--- config.mk ---
export PLATFORM = sky130hd
export DESIGN_NAME = grid_renderer
export DESIGN_NICKNAME = d
export VERILOG_FILES = /design/src/rtl/grid_renderer.sv
export SDC_FILE = /design/constraint.sdc
export NUM_CORES = 2
export LEC_CHECK = 0
export ABC_AREA = 1
export CORE_MARGIN = 2
export CORE_UTILIZATION = 40
export DETAILED_ROUTE_END_ITERATION = 12
export MAX_ROUTING_LAYER = met4
export PLACE_DENSITY_LB_ADDON = 0.12
export SLEW_MARGIN = 5
export SYNTH_ARGS = -nofsm -noshare
export SYNTH_HDL_FRONTEND = slang
export SYNTH_SLANG_ARGS = --single-unit
--- constraint.sdc ---
create_clock -name Clock -period 2.8 [get_ports Clock]
set_input_delay 0.42 -clock Clock [delete_from_list [all_inputs] [get_ports Clock]]
set_output_delay 0.42 -clock Clock [all_outputs]
set_load 0.01 [all_outputs]
--- src/rtl/grid_renderer.sv ---
// Board-to-framebuffer renderer: redraws only rows that changed since the last
// redraw, emitting one pixel write per cycle with no gaps between dirty rows.
module grid_renderer #(
    parameter int ROWS       = 10,
    parameter int COLS       = 40,
    parameter int CELL_PX    = 8,
    parameter int X_OFF      = 0,
    parameter int Y_OFF      = 0,
    parameter int GRID_LINES = 1
) (
    input  logic                 Clock,
    input  logic                 Reset,
    input  logic [ROWS*COLS-1:0] board,
    input  logic [1:0]           mode,
    input  logic                 start,
    output logic                 busy,
    output logic                 done,
    output logic [10:0]          x,
    output logic [9:0]           y,
    output logic                 pixel_color,
    output logic                 pixel_write
);
    localparam int RW = (ROWS > 1) ? $clog2(ROWS) : 1;
    localparam int NW = (COLS > 1) ? $clog2(COLS) : 1;
    localparam int CW = $clog2(CELL_PX);

    localparam logic [1:0] IDLE = 2'd0;
    localparam logic [1:0] PLAN = 2'd1;
    localparam logic [1:0] SCAN = 2'd2;
    localparam logic [1:0] DONE = 2'd3;

    logic [1:0]                      state_q, state_d;
    logic [ROWS-1:0][COLS-1:0]       snap_q, shown_q;
    logic [1:0]                      mode_q, shown_mode_q;
    logic                            force_full_q;
    logic [ROWS-1:0]                 dirty_q, dirty_d, plan_dirty, remaining;
    logic [RW-1:0]                   row_q, row_d, next_row;
    logic [NW-1:0]                   col_q, col_d;
    logic [CW-1:0]                   px_q, px_d, py_q, py_d;
    logic                            full, last_px, last_col, last_py, row_end, scan, grid;

    assign last_px  = (px_q == CW'(CELL_PX - 1));
    assign last_col = (col_q == NW'(COLS - 1));
    assign last_py  = (py_q == CW'(CELL_PX - 1));
    assign row_end  = last_px && last_col && last_py;

    always_comb begin
        full = force_full_q || (mode_q != shown_mode_q) || mode_q[1];
        for (int r = 0; r < ROWS; r++)
            plan_dirty[r] = full || (snap_q[r] != shown_q[r]);
    end

    // Rows still owed after this cycle: all planned rows in PLAN, minus the
    // row just finishing in SCAN. The lowest of them is scanned next.
    always_comb begin
        remaining = (state_q == PLAN) ? plan_dirty : dirty_q;
        if (state_q == SCAN) begin
            for (int r = 0; r < ROWS; r++)
                if (RW'(r) == row_q) remaining[r] = 1'b0;
        end
        next_row = '0;
        for (int r = ROWS - 1; r >= 0; r--)
            if (remaining[r]) next_row = RW'(r);
    end

    always_comb begin
        state_d = state_q;
        dirty_d = dirty_q;
        row_d   = row_q;
        col_d   = col_q;
        px_d    = px_q;
        py_d    = py_q;
        case (state_q)
            IDLE: if (start) state_d = PLAN;
            PLAN: begin
                dirty_d = plan_dirty;
                col_d   = '0;
                px_d    = '0;
                py_d    = '0;
                row_d   = next_row;
                state_d = (|remaining) ? SCAN : DONE;
            end
            SCAN: begin
                px_d = last_px ? '0 : px_q + CW'(1);
                if (last_px) col_d = last_col ? '0 : col_q + NW'(1);
                if (last_px && last_col) py_d = last_py ? '0 : py_q + CW'(1);
                if (row_end) begin
                    dirty_d = remaining;
                    row_d   = next_row;
                    if (!(|remaining)) state_d = DONE;
                end
            end
            default: state_d = IDLE;
        endcase
    end

    always_ff @(posedge Clock or negedge Reset) begin
        if (!Reset) begin
            state_q      <= IDLE;
            snap_q       <= '0;
            shown_q      <= '0;
            mode_q       <= 2'b00;
            shown_mode_q <= 2'b00;
            force_full_q <= 1'b1;
            dirty_q      <= '0;
            row_q        <= '0;
            col_q        <= '0;
            px_q         <= '0;
            py_q         <= '0;
        end else begin
            state_q <= state_d;
            dirty_q <= dirty_d;
            row_q   <= row_d;
            col_q   <= col_d;
            px_q    <= px_d;
            py_q    <= py_d;
            if (state_q == IDLE && start) begin
                snap_q <= board;
                mode_q <= mode;
            end
            if (state_q == SCAN && row_end) shown_q[row_q] <= snap_q[row_q];
            // Clear mode leaves stale content behind, so the next redraw repaints all.
            if (state_q == DONE) begin
                shown_mode_q <= mode_q;
                force_full_q <= mode_q[1];
            end
        end
    end

    assign scan        = (state_q == SCAN);
    assign grid        = (GRID_LINES != 0) && (px_q == '0 || py_q == '0);
    assign busy        = (state_q != IDLE);
    assign done        = (state_q == DONE);
    assign pixel_write = scan;
    assign pixel_color = scan && !mode_q[1] && !grid && (snap_q[row_q][col_q] ^ (mode_q == 2'b01));
    assign x = scan ? 11'(X_OFF) + 11'(col_q) * 11'(CELL_PX) + 11'(px_q) : 11'd0;
    assign y = scan ? 10'(Y_OFF) + 10'(row_q) * 10'(CELL_PX) + 10'(py_q) : 10'd0;
endmodule

Word level (Yosys, flattened, before mapping)
Cells that the tools add are included.
{"block": "op_classes", "add_sub_neg": 5, "magnitude_cmp": 3, "eq_ne": 32, "n_mux": 48, "n_bitwise": 1, "reduce_logical": 34}
{"operator": "$bwmux 400", "n": 1}
{"operator": "$ne 40x40->1", "n": 10}
{"operator": "$bmux 40 s4", "n": 1}
{"operator": "$demux 40 s4", "n": 1}
{"operator": "$mux 40", "n": 2}
{"operator": "$mux 4", "n": 11}
{"operator": "$mux 10", "n": 4}
{"operator": "$pmux 10 s2", "n": 1}
{"operator": "$eq 3x4->1 const A", "n": 4}
{"operator": "$logic_or 1x1->1", "n": 13}
{"operator": "$mux 1", "n": 12}
{"operator": "$mux 6", "n": 2}
{"operator": "$pmux 3 s2", "n": 2}
{"operator": "$pmux 6 s2", "n": 1}
{"operator": "$add 9x3->10", "n": 1}
{"operator": "$reduce_or 10->1", "n": 1}
{"operator": "$mux 3", "n": 3}
{"operator": "$add 7x3->8", "n": 1}
{"operator": "$eq 2x4->1 const A", "n": 2}
{"operator": "$eq 4x4->1 const A", "n": 2}
{"operator": "$logic_and 1x1->1", "n": 8}
{"operator": "$mux 8", "n": 1}
{"operator": "$ne 2x2->1 const B", "n": 4}
{"operator": "$pmux 4 s2", "n": 1}
{"operator": "23 further kinds", "n": 34}
{"block": "word_totals", "regBits": 833, "inputBits": 405, "output_inout_bits": 25, "word_cells": 152}

Depth between registers and ports, before layout
{"block": "logic_depth", "word_depth": 19, "mapped_depth": 23, "mapped_depth_nobuf": 22}

Worst setup path before layout
Ideal clock, no wire load.
{"block": "synth_path", "kind": "register to output", "startpoint": "reg row_q[0]", "endpoint": "out pixel_color", "arrival_ns": 1.977, "required_time_ns": 2.380, "path_slack_ns": 0.403, "stages_incl_launch_ff": 19, "path_buffers": 3, "path_cell_list": "dfrtp_1 -> buf_4 -> buf_6 -> buf_4 -> o21ai_0 -> nand2_1 -> nand2_1 -> nand2_1 -> nand3_1 -> nand2_1 -> a21oi_1 -> nor2_1 -> nand2_1 -> nand3_1 -> nand2_1 -> nand2_1 -> nand2_1 -> nor2_1 -> nor2_1"}
{"block": "synth_between", "elab_chain_cells": 6}
{"item": "start: declaration", "line": "37", "rtl": "logic [RW-1:0] row_q, row_d, next_row;"}
{"item": "start signal: assignment", "line": "113", "rtl": "row_q <= row_d;"}
{"item": "$bmux 40 s4", "line": "135", "rtl": "assign pixel_color = scan && !mode_q[1] && !grid && (snap_q[row_q][col_q] ^ (mode_q == 2'b01));"}
{"item": "$mux 40 (not written as such)", "line": "135"}
{"item": "$bmux 1 s6", "line": "135"}
{"item": "$mux 1 (not written as such)", "line": "135"}
{"item": "$xor 1x1->1", "line": "135"}
{"item": "$logic_and 1x1->1", "line": "135"}
{"item": "end: declaration", "line": "20", "rtl": "output logic pixel_color,"}
Every way passes these cells. The select of a mux whose other input is x is not followed.

Final worst setup path
Same ends and word-level chain as after synthesis.

==> out/results.ini <==
[power_and_ir_drop]
p_int_mw=34.92
leakage_nw=25.88
switching_share_pct=37.97
comb_power_share_pct=46.2
power_frac_seq_pct=31.4
power.total_mw=56.29
p_clk_share_pct=22.4
power_density_mw_per_mm2=1021
vdd_drop_max_mv=0.4887
power_switching_mw=21.38

[clock_network]
clock_sinks=833
cts_buffer_depth=3
worstSkewPairLatency_ns=0.68
htreeDepth=3
cts_root_buf=clkbuf_16
cts_tree=done
clkTransAtPathRegs_ns=0.06
cts_buffers=95

[synthesis]
synth_area_mm2=0.04001
ys_ff_latch=833
yosys.cell_types.count=33
synthCells=4447
synthTopCellsByArea=dfrtp_1 (52%), nand2_1 (12%), mux2_2 (8.5%)
yosysWarnings=0
synth_top_area_share_pct=52.03
yosysTopAreaCell=dfrtp_1
synth.avg_cell_area_um2=8.998
seq_area_frac_synth_pct=52.10

[cells_and_area]
regArea_mm2=0.02085
nets=5875
layout-drive-gt1-share_pct=23.92
areaGrowthSynthToFinish_pct=37.74
multi_input_area_mm2=0.01792
n_fill_cell=9109

[timing]
setup_viol=11
hold_viol_final=0
drv_slew=0
worstMarginPinSlew_ns=0.6488
relSlewSlack_pct=56.70
fin_crit_ns=3.842
rsz0062_at_grt=yes
fin_crit_sh_pct=137.2
postLayoutSetupSlackWorst_ns=-1.042
finClkSkew_ns=0.01404
clock.fmax_ghz=0.2603
timing.hold.ws_ns=0.2618

[critical_path]
crit_path_max_fanout=29
crit_type=flip-flop to output pin
rrSetupSlack_ns=-0.81
reg2reg_depth=27
r2r_end=shown_q[124]$_DFFE_PN0P_
required_ns=2.38
r2r_start=row_q[0]$_DFFE_PN0P_
setup.worst_path.start_class=flip-flop
cp-end-kind=output pin
cp.arrival_ns=3.42

[global_routing]
grt_use_total_pct=31.29
grt_antenna_before_repair=5
grt_max_degree=85
grt_pass1_wl_um=230100
grt_pass1_vias=35057
grt_overflow=0

[routing]
wire_per_inst_um=22.81
wl_um=155700
route.antenna.remaining_nets=0
vias=35449
drt-initial-drc-count=3287
dr.pass1.iters=5
drc_errors=0
vias_per_cell=5.193

[run_status]
status=complete, but fails checks
violations=setup timing

[die]
pin_count=430
initial_core_util_pct=40.19
die_y_um=320.3
die_x_um=320.3
placementRows=116
core_mm2=0.09957
dieArea_mm2=0.1026

[placement]
io_buffers=424
gp_congestion=0.9447
hpwl_um=117100

[job]
drv_cap=0

[hold_path]
hp-class=input port to async pin

==> cells in the mapped netlist <==
library cell and number:
nor3_4 1, buf_1 19, nor3_2 2, a22oi_1 40
nand4_1 18, o22ai_1 10, inv_1 223, nor2_1 333
a21oi_1 163, ha_1 11, dfstp_2 1, mux2_2 301
dfrtp_1 832, xor2_1 130, buf_6 2, xnor2_1 216
nand2_2 3, conb_1 1, a22o_1 5, buf_2 39
inv_2 7, nor2_2 4, clkbuf_1 142, o221ai_1 1
inv_4 1, nor2_4 3, o21ai_0 391, nor3_1 35
o21ai_1 58, nand2_1 1256, or2_2 30, buf_4 14
nand3_1 155
==> worst max-delay path by stage <==
stage | from | end | slack (ns) | cells after the start
6_report | row_q[0]$_DFFE_PN0P_ | pixel_color | -1.04 | 19
5_1_grt | row_q[0]$_DFFE_PN0P_ | pixel_color | -1.19 | 27
4_1_cts | row_q[0]$_DFFE_PN0P_ | pixel_color | -1.00 | 27
3_5_place_dp | row_q[0]$_DFFE_PN0P_ | pixel_color | -1.13 | 24
3_3_place_gp | row_q[0]$_DFFE_PN0P_ | pixel_color | -1.18 | 24
2_1_floorplan | row_q[0]$_DFFE_PN0P_ | pixel_color | 0.40 | 18
==> cell usage in the layout, fill, tap and decap left out, drive strengths merged <==
master / Yosys / final
xnor2: 216 / 216
dlymetal6s2s: 0 / 3
a21oi: 163 / 163
nand3: 155 / 155
diode: 0 / 1
o21ai: 449 / 449
clkinvlp: 0 / 2
bufinv: 0 / 5
inv: 231 / 234
clkinv: 0 / 10
a22o: 5 / 5
nand2: 1259 / 1259
nor2: 340 / 340
conb: 1 / 5
bufbuf: 0 / 4
dlygate4sd3: 0 / 1
clkbuf: 142 / 145
buf: 74 / 700
o22ai: 10 / 10
ha: 11 / 11
nand4: 18 / 18
o221ai: 1 / 1
dfstp: 1 / 1
a22oi: 40 / 40
mux2: 301 / 301
clkdlybuf4s50: 0 / 419
dfrtp: 832 / 832
xor2: 130 / 130
nor3: 38 / 38
or2: 30 / 30
==> per-stage QoR <==
stage | instance area [µm²] | setup WS [ns] | utilization (%) | TNS [ns] | instances
after CTS | 54830 | -1.005 | 55.07 | -9.046 | 6824
after global placement | 50820 | -1.179 | 51.04 | -1.434 | 6615
final | 55110 | -1.042 | 55.35 | -8.786 | 6826
after global routing | 55110 | -1.187 | 55.35 | -11.52 | 6826
after floorplan | 40030 | 0.4030 | - | 0 | 4451
after detailed placement | 50820 | -1.133 | 51.04 | -1.446 | 6615
==> kinds of logic after synthesis <==
| group | synth area share [%] |
|---|---|
| compound gates | 8.693 |
| xor+xnor | 7.574 |
| fa+ha+maj | 0.3440 |
| buf+inv | 4.490 |
| flops | 52.10 |
| mux | 8.471 |
| other cells | 0.009372 |
| simple gates | 18.32 |
==> flip-flops by register name, indices dropped and copies added, names as in the netlist <==
register,count
col_q,6
dirty_q,10
shown_mode_q,2
px_q,3
row_q,4
force_full_q,1
py_q,3
snap_q,400
state_q,2
shown_q,400
mode_q,2
==> power groups by stage <==
stage	Clock, mW	Sequential [mW]	Combinational [mW]
2_1_floorplan	0	17.3	11.1
3_3_place_gp	0	17.7	24.1
3_5_place_dp	0	17.7	24.3
4_1_cts	12.8	17.6	25.6
5_1_grt	13.3	17.9	28.0
6_report	12.6	17.7	26.0
==> routing by layer <==
layer	share of wire (%)	GRT usage [%]	vias to the layer above	routed length, µm
met1	45	43.51	17429	69650
met3	7.0	4.591	267	10830
li1	-	-	16399	-
met5	0	-	-	0
met4	3.6	10.27	0	5622
met2	45	47.09	1354	69570
==> cell type report <==
cell class	count	area share (%)
sequential	833	37.84
multi-input combinational	3171	32.51
tap	1298	2.947
timing repair buffer	1127	19.46
antenna	1	0.004540
clock buffer	145	5.110
clock inverter	20	0.5221
inverter	231	1.603
==> critical path: stages, from the launching register on <==
cell and delay (ns):
dfrtp_4 0.51, buf_6 0.16, bufbuf_16 0.31, o21ai_0 0.26
nand2_1 0.08, nand2_1 0.08, nand2_1 0.06, nand3_1 0.11
nand2_1 0.06, a21oi_1 0.14, nor2_1 0.07, nand2_2 0.09
nand3_4 0.12, nand2_4 0.13, nand2_4 0.06, nand2_4 0.08
buf_6 0.09, nor2_2 0.03, nor2_2 0.14, buf_2 0.15
==> timing repair <==
item	4_1_cts	5_1_grt
setup endpoints to repair	20	98
hold buffers	1	0
pin swaps	28	26
cloned	5	0
setup buffers	38	1
gates resized for setup	112	87
endpoints found under the hold margin	33	0
Note: power is estimated with default switching activity, not from simulation.
